**src/rtl/mem_port_arbiter.sv**
```systemverilog
// mem_port_arbiter: shares one single-ported memory between the instruction
// fetch port and the data port of the core. Data has priority; a starvation
// counter forces a fetch grant after STARVE consecutive data grants while a
// fetch is waiting. In-flight fetches can be aborted; the memory access still
// completes so the memory handshake is never left dangling.
// Optional build macro ARB_STATS_EN adds four 32-bit event counters read
// through stat_sel/stat_out.
module mem_port_arbiter #(
    parameter int N      = 64,
    parameter int AW     = 32,
    parameter int STARVE = 4
) (
    input  logic          clk,
    input  logic          reset,
    input  logic          i_req,
    input  logic [AW-1:0] i_adr,
    input  logic          i_abort,
    output logic          i_hit,
    output logic [31:0]   i_rdata,
    input  logic          d_req,
    input  logic [1:0]    d_we,
    input  logic [AW-1:0] d_adr,
    input  logic [N-1:0]  d_wdata,
    output logic          d_ready,
    output logic [N-1:0]  d_rdata,
    output logic          m_req,
    output logic [1:0]    m_we,
    output logic [AW-1:0] m_adr,
    output logic [N-1:0]  m_wdata,
    input  logic [N-1:0]  m_rdata,
`ifdef ARB_STATS_EN
    input  logic [1:0]    stat_sel,
    output logic [31:0]   stat_out,
`endif
    input  logic          m_ack
);

    localparam logic [1:0] IDLE   = 2'd0;
    localparam logic [1:0] BUSY_I = 2'd1;
    localparam logic [1:0] BUSY_D = 2'd2;
    localparam logic [1:0] RESP   = 2'd3;

    localparam int            CW         = $clog2(STARVE + 1);
    localparam logic [CW-1:0] STARVE_MAX = CW'(STARVE);

    logic [1:0]    state;
    logic          abort_flag;
    logic [CW-1:0] starve_cnt;

    logic fetch_ok;
    logic force_fetch;
    logic grant_d;
    logic grant_i;
    logic fetch_aborted;

    // Grant decision in IDLE and detection of an aborted fetch completing
    always_comb begin
        fetch_ok      = i_req && !i_abort;
        force_fetch   = fetch_ok && (starve_cnt == STARVE_MAX);
        grant_d       = (state == IDLE) && d_req && !force_fetch;
        grant_i       = (state == IDLE) && fetch_ok && !grant_d;
        // An abort arriving in the same cycle as m_ack also cancels the hit
        fetch_aborted = (state == BUSY_I) && m_ack && (abort_flag || i_abort);
    end

    // Starvation counter: counts data grants that overtook a waiting fetch
    always_ff @(posedge clk or posedge reset) begin
        if (reset) begin
            starve_cnt <= '0;
        end else if (!i_req || grant_i) begin
            starve_cnt <= '0;
        end else if (grant_d && (starve_cnt != STARVE_MAX)) begin
            starve_cnt <= starve_cnt + CW'(1);
        end
    end

    // Arbiter FSM with registered memory request and requester responses
    always_ff @(posedge clk or posedge reset) begin
        if (reset) begin
            state      <= IDLE;
            abort_flag <= 1'b0;
            m_req      <= 1'b0;
            m_we       <= 2'b00;
            m_adr      <= '0;
            m_wdata    <= '0;
            i_hit      <= 1'b0;
            i_rdata    <= '0;
            d_ready    <= 1'b0;
            d_rdata    <= '0;
        end else begin
            case (state)
                IDLE: begin
                    if (grant_d) begin
                        m_req   <= 1'b1;
                        m_we    <= d_we;
                        m_adr   <= d_adr;
                        m_wdata <= d_wdata;
                        state   <= BUSY_D;
                    end else if (grant_i) begin
                        m_req <= 1'b1;
                        m_we  <= 2'b00;
                        m_adr <= i_adr;
                        state <= BUSY_I;
                    end
                end
                BUSY_I: begin
                    if (m_ack) begin
                        m_req      <= 1'b0;
                        abort_flag <= 1'b0;
                        if (fetch_aborted) begin
                            state <= IDLE;
                        end else begin
                            i_rdata <= m_rdata[31:0];
                            i_hit   <= 1'b1;
                            state   <= RESP;
                        end
                    end else if (i_abort) begin
                        abort_flag <= 1'b1;
                    end
                end
                BUSY_D: begin
                    if (m_ack) begin
                        m_req   <= 1'b0;
                        d_rdata <= m_rdata;
                        d_ready <= 1'b1;
                        state   <= RESP;
                    end
                end
                RESP: begin
                    // Response is committed; a late abort does not retract it
                    i_hit   <= 1'b0;
                    d_ready <= 1'b0;
                    state   <= IDLE;
                end
                default: begin
                    state <= IDLE;
                end
            endcase
        end
    end

`ifdef ARB_STATS_EN
    logic [31:0] stat_cnt [4];
    logic        stall;

    // Fetch stall: fetch waiting while the memory is busy or data took it
    always_comb begin
        stall = i_req && ((state != IDLE) || grant_d);
    end

    // Free-running wrapping event counters
    always_ff @(posedge clk or posedge reset) begin
        if (reset) begin
            for (int k = 0; k < 4; k++) begin
                stat_cnt[k] <= '0;
            end
        end else begin
            if (grant_i)       stat_cnt[0] <= stat_cnt[0] + 32'd1;
            if (grant_d)       stat_cnt[1] <= stat_cnt[1] + 32'd1;
            if (fetch_aborted) stat_cnt[2] <= stat_cnt[2] + 32'd1;
            if (stall)         stat_cnt[3] <= stat_cnt[3] + 32'd1;
        end
    end

    // Counter readback
    always_comb begin
        stat_out = stat_cnt[stat_sel];
    end
`endif

endmodule

```
**config.mk**
```make
export PLATFORM = sky130hd
export DESIGN_NAME = mem_port_arbiter
export DESIGN_NICKNAME = d
export VERILOG_FILES = /design/src/rtl/mem_port_arbiter.sv
export SDC_FILE = /design/constraint.sdc
export NUM_CORES = 1
export LEC_CHECK = 0
export CAP_MARGIN = 20
export CORE_AREA = 2 2 155 157
export DETAILED_ROUTE_END_ITERATION = 8
export DIE_AREA = 0 0 157 159
export PLACE_DENSITY = 0.7
export SYNTH_ARGS = -nofsm -noshare
export SYNTH_HDL_FRONTEND = slang
export SYNTH_SLANG_ARGS = --single-unit
```
**constraint.sdc**
```tcl
create_clock -name clk -period 9.1 [get_ports clk]
set_input_delay 1.365 -clock clk [delete_from_list [all_inputs] [get_ports clk]]
set_output_delay 1.365 -clock clk [all_outputs]
set_load 0.05 [all_outputs]
```
==> impl_metrics.tcl, run 1 <==
set metrics [dict create \
    cts.path.max_buffers 3 \
    gp_congestion 0.766 \
    ys_ff_latch 203 \
    synthesis.nets 809 \
    cts_sinks 203 \
    yosys.cell_types.count 37 \
    ios 397 \
    synth_top_area_frac 0.595 \
    powerDensity_mw_per_mm2 447 \
    cts-resized-gates 0 \
    synth_edf_count 0 \
    overflow 0 \
    yosys.area_share.simple 0.0328 \
    dpl.hpwl_um 18300 \
    cpMaxStageDelayCell "buf_4" \
    avgRoutedWirePerCell_um 19.3 \
    start_util 0.368 \
    syn_inst 603 \
    clock_power_share 0.162 \
    postCtsSetupRepairBufs 0 \
    synth-adder-area-share 0.00879 \
    grt_max_degree 135 \
    grt_pass1_wl_um 38600 \
    drt_iter0_markers 223 \
    async_reset_ff_frac 1.00 \
    h-tree-depth 1 \
    clock_latency_ns 0.52 \
    clock.fmax_ghz 0.285 \
    final.setup.tns_ns 0 \
    place_inst 1278 \
    synth_most_common_cell "dfrtp_1" \
    max_slew.worst_pin.slew_ns 1.07 \
    core_area_mm2 0.0232 \
    p_leak_uw 0.00546 \
    ys_warn_count 0 \
    die_w_um 157 \
    synth_area_leaders "dfrtp_1, mux2_2, mux2_1" \
    rrSetupSlack_ns 5.81 \
    root_buffer "clkbuf_16" \
    grt_pass1_vias 6546 \
    fp.dieH_um 159 \
    slowest_delay_ns 0.62 \
    path_class "input port to flip-flop" \
    pwr-share-comb 0.576 \
    area_growth_pct 59.1 \
    crit_top_cell "buf_4" \
    fin_crit_ns 3.50 \
    fin_hold_ws_ns 0.482 \
    grt_usage 0.198 \
    maxSlewViolCount 0 \
    antennaDiodeCount 0 \
    crit_arrival_ns 3.87 \
    wl_met1_um 9720 \
    via_per_inst 4.92 \
    synth_area_leader_cell "dfrtp_1" \
    grt_antenna_before_repair 0 \
    ys_seq_area_frac 0.595 \
    rows 56 \
    synth-compound-area-share 0.116 \
    rsz0062_at_grt "no" \
    holdBufCountCts 0 \
    maxUsedRoutingLayer "met4" \
    dr.pass1.iters 4 \
    worstSetupEndpointType "flip-flop" \
    die_area_mm2 0.0250 \
    numCtsBuffers 24 \
    timing.final.crit_share 0.385 \
    via_count 6502 \
    wl_met2_um 12900 \
    n_fill_cell 1905 \
    portBuffers 396 \
    post_route_cells_drive_above_1_share 0.180 \
    outcome "completed" \
    peakVddDrop_uv 241 \
    synthMuxAreaShare 0.215 \
    setup_viol 0 \
    nets 1191 \
    cts_tree "built" \
    netlist_top_cells_count "dfrtp_1, mux2_2, mux2_1" \
    cp.required_ns 9.47 \
    syn_avg_cell_area_um2 14.2 \
    ys.flop_type "dfrtp_1" \
    synth_top_family_by_area "multiplexers" \
    layout.cells.non_filler 1321 \
    finClkSkew_ns 0.0301 \
    ant_nets 0 \
    routed_wl_um 25500 \
    switching_share 0.467 \
    path_max_fanout 71 \
    start_kind "input port" \
    crit_chain "buf_2 -> buf_4 -> nand2_1 -> nor2_4 -> buf_4 -> mux2_1" \
    wl_met3_um 2240 \
    seqPwrFrac 0.262 \
    postLayoutSetupSlackWorst_ns 5.60 \
    cap_viol_max_count 0 \
    mappedNetlistArea_mm2 0.00854 \
    place_ws_ns 5.03 \
    hp-class "flip-flop to flip-flop" \
    maxSlewHeadroom 0.287 \
    synthXorXnorAreaFrac 0 \
    power.internal_uw 3240 \
    drc 0 \
    clk_pin_slew_ns 0.05 \
    hold_viol 0 \
    power_switching_uw 2830 \
]
[state kept, by name, indices dropped and copies added (netlist names)]
name and flops:
m_req 1, m_adr 32, d_rdata 64, starve_cnt 3
i_hit 1, state 2, m_we 2, d_ready 1
i_rdata 32, m_wdata 64, abort_flag 1
[through the flow]
| stage | instance area, um^2 | power, uW | util |
|---|---|---|---|
| after floorplan | 8540 | 3900 | - |
| after global placement | 12700 | 5090 | 0.549 |
| after detailed placement | 12800 | 5140 | 0.551 |
| after CTS | 13600 | 6140 | 0.586 |
| after global routing | 13600 | 6340 | 0.586 |
| final | 13600 | 6070 | 0.586 |
[worst paths after layout]
| check | to | startpoint | cells past startpoint |
|---|---|---|---|
| worst max-delay path | m_wdata[50]$_DFFE_PP0P_ | d_req | 6 |
| worst min-delay path | m_wdata[30]$_DFFE_PP0P_ | m_wdata[30]$_DFFE_PP0P_ | 1 |
| worst max register to register | m_wdata[50]$_DFFE_PP0P_ | state[0]$_DFFE_PP0P_ | 7 |
| worst min register to register | m_wdata[30]$_DFFE_PP0P_ | m_wdata[30]$_DFFE_PP0P_ | 1 |
| max in group asynchronous | m_wdata[25]$_DFFE_PP0P_ | reset | 3 |
| min in group asynchronous | m_wdata[33]$_DFFE_PP0P_ | reset | 2 |
[critical path: cells and delay by family]
| family | cells | cell delay (ns) |
|---|---|---|
| buf+inv | 3 | 1.21 |
| simple gates | 2 | 0.84 |
| mux | 1 | 0.40 |
[cell families after synthesis]
group,count (synthesis)
simple gates,51
compound gates,122
flops,203
mux,163
buf+inv,58
fa+ha+maj,6
[layout make-up]
type	count	area (um^2)	area share
Timing Repair Buffer	407	4060	0.299
Clock buffer	32	671	0.0493
Clock inverter	11	150	0.0110
Sequential cell	203	5080	0.374
Tap cell	319	399	0.0294
Inverter	7	33.8	0.00249
Multi-Input combinational cell	342	3200	0.235
[per-layer routing]
metal	track usage	vias to the layer above
li1	-	3013
met1	0.231	3178
met2	0.352	271
met3	0.0580	40
met4	0.0555	0
met5	0	-
[power by group through the flow]
| stage | clock, uW | sequential, uW | combinational [uW] |
|---|---|---|---|
| after floorplan | 0 | 3150 | 753 |
| after global placement | 0 | 1590 | 3490 |
| after detailed placement | 0 | 1610 | 3530 |
| after CTS | 1010 | 1600 | 3530 |
| after global routing | 1050 | 1650 | 3640 |
| final | 981 | 1590 | 3500 |
[cells in the final DEF, fill, tap and decap left out, types with 2 or more instances in the layout]
master / count
a21boi_0: 35
a21oi_1: 2
a22o_1: 4
and2_1: 2
buf_4: 10
bufinv_16: 3
clkbuf_1: 4
clkbuf_16: 24
clkbuf_8: 4
clkdlybuf4s50_1: 395
clkinv_2: 4
clkinvlp_4: 2
dfrtp_1: 203
ha_1: 5
inv_1: 6
mux2_1: 39
mux2_2: 122
mux2i_1: 2
nand2_1: 4
nand2b_1: 2
nand3_1: 34
o211ai_1: 4
o21a_1: 2
o21ai_0: 4
o221ai_1: 32
o22a_1: 32
o2bb2ai_1: 2
No activity file was read; power rests on OpenSTA's default activity.
==> run 2, diff against run 1 <==
==> constraint.sdc (replaced) <==
create_clock -name clk -period 3.6 [get_ports clk]
set_input_delay 0.54 -clock clk [delete_from_list [all_inputs] [get_ports clk]]
set_output_delay 0.54 -clock clk [all_outputs]
set_load 0.05 [all_outputs]
==> impl_metrics.tcl, run 2 (synthesis gave the netlist of run 1 again) <==
set metrics [dict create \
    grt_antenna_before_repair 0 \
    layout_commonest_cell "clkdlybuf4s50_1" \
    die_w_um 157 \
    holdBufCountCts 0 \
    grt_max_degree 152 \
    clock_latency_ns 0.50 \
    rsz0062_at_grt "no" \
    slowest_delay_ns 0.91 \
    postLayoutSetupSlackWorst_ns 1.27 \
    maxSlewHeadroom 0.444 \
    start_util 0.368 \
    area_growth_pct 59.9 \
    gp_congestion 0.783 \
    critical_path.top_delay_family "buffers and inverters" \
    crit_buf_inv 1 \
    cts_tree "built" \
    routed_wl_um 25000 \
    place_ws_ns 0.786 \
    nets 1195 \
    p_leak_uw 0.00550 \
    hp-class "flip-flop to flip-flop" \
    maxSlewViolCount 0 \
    antennaDiodeCount 0 \
    cts_sinks 203 \
    core_area_mm2 0.0232 \
    dpl.hpwl_um 17800 \
    fin_hold_ws_ns 0.481 \
    cts.path.max_buffers 3 \
    grt_pass1_vias 6569 \
    outcome "completed" \
    via_count 6490 \
    n_fill_cell 1955 \
    cpMaxStageDelayCell "clkdlybuf4s50_1" \
    cp.required_ns 3.06 \
    overflow 0 \
    cts-resized-gates 0 \
    path_max_fanout 3 \
    rows 56 \
    path_class "flip-flop to output port" \
    crit_arrival_ns 1.79 \
    postCtsSetupRepairBufs 0 \
    grt_pass1_wl_um 38100 \
    ant_nets 0 \
    clock.fmax_ghz 0.429 \
    drc 0 \
    die_area_mm2 0.0250 \
    fp.dieH_um 159 \
    numCtsBuffers 23 \
    final.setup.tns_ns 0 \
    via_per_inst 4.90 \
    dr.pass1.iters 4 \
    avgRoutedWirePerCell_um 18.9 \
    layout_common_cells "clkdlybuf4s50_1, dfrtp_1, mux2_2, mux2_1, a21boi_0" \
    h-tree-depth 1 \
    reg_top3 "d_rdata x64, m_wdata x64" \
    root_buffer "clkbuf_16" \
    powerDensity_mw_per_mm2 1130 \
    start_kind "flip-flop" \
    worstSetupEndpointType "output port" \
    grt_usage 0.194 \
    peakVddDrop_uv 537 \
    cap_viol_max_count 0 \
    ios 397 \
    setup_viol 0 \
    post_route_cells_drive_above_1_share 0.184 \
    max_slew.worst_pin.slew_ns 0.835 \
    crit_chain "clkdlybuf4s50_1" \
    fin_crit_ns 2.33 \
    clk_pin_slew_ns 0.06 \
    hold_viol 0 \
    portBuffers 396 \
    timing.final.crit_share 0.647 \
    finClkSkew_ns 0.00681 \
    drt_iter0_markers 199 \
]
[run 2: cell count changes in the layout (fill, tap and decap cells not counted), sizes merged]
cell / previous run / this run
buf: 12 / 17
clkinv: 6 / 5
bufinv: 3 / 4
clkbuf: 32 / 31
clkinvlp: 2 / 1
[run 2: area by class of cell]
type	count	area (um^2)	area share
sequential	203	5080	0.372
clock buffer	31	666	0.0487
clock inverter	10	158	0.0115
timing repair buffer	412	4130	0.302
tap	319	399	0.0292
inverter	7	30.0	0.00220
multi-input combinational	342	3200	0.234
[run 2: through the flow]
stage               utilization  total power [uW]  cells  instance area (um^2)
floorplan                     -              9860    603                  8550
detailed placement        0.553             13000   1283                 12800
finish                    0.589             15400   1324                 13700
global placement          0.553             12900   1283                 12800
global route              0.589             16100   1324                 13700
CTS                       0.589             15600   1324                 13700
[run 2: path summary, 6_finish.rpt]
| check | startpoint | endpoint | slack (ns) | depth (start not counted) |
|---|---|---|---|---|
| setup / recovery | d_ready$_DFFE_PP0P_ | d_ready | 1.27 | 1 |
| hold reg to reg | m_wdata[49]$_DFFE_PP0P_ | m_wdata[49]$_DFFE_PP0P_ | 0.48 | 1 |
| max in group asynchronous | reset | i_rdata[3]$_DFFE_PP0P_ | 2.35 | 3 |
| setup reg to reg | state[0]$_DFFE_PP0P_ | m_wdata[57]$_DFFE_PP0P_ | 1.37 | 6 |
| min in group asynchronous | reset | m_we[0]$_DFFE_PP0P_ | 0.60 | 3 |
| hold / removal | m_wdata[49]$_DFFE_PP0P_ | m_wdata[49]$_DFFE_PP0P_ | 0.48 | 1 |
[run 2: power breakdown]
part           internal [uW]  switching [uW]  leakage, uW
clock                   1580             937     0.000410
combinational           3250            5630      0.00269
sequential              3430             569      0.00240
[run 2: layer usage]
layer	global-route usage	vias to the layer above	part of all wire
li1	-	3018	-
met1	0.233	3168	0.39
met2	0.330	262	0.49
met3	0.0593	42	0.087
met4	0.0638	0	0.030
met5	0	-	0
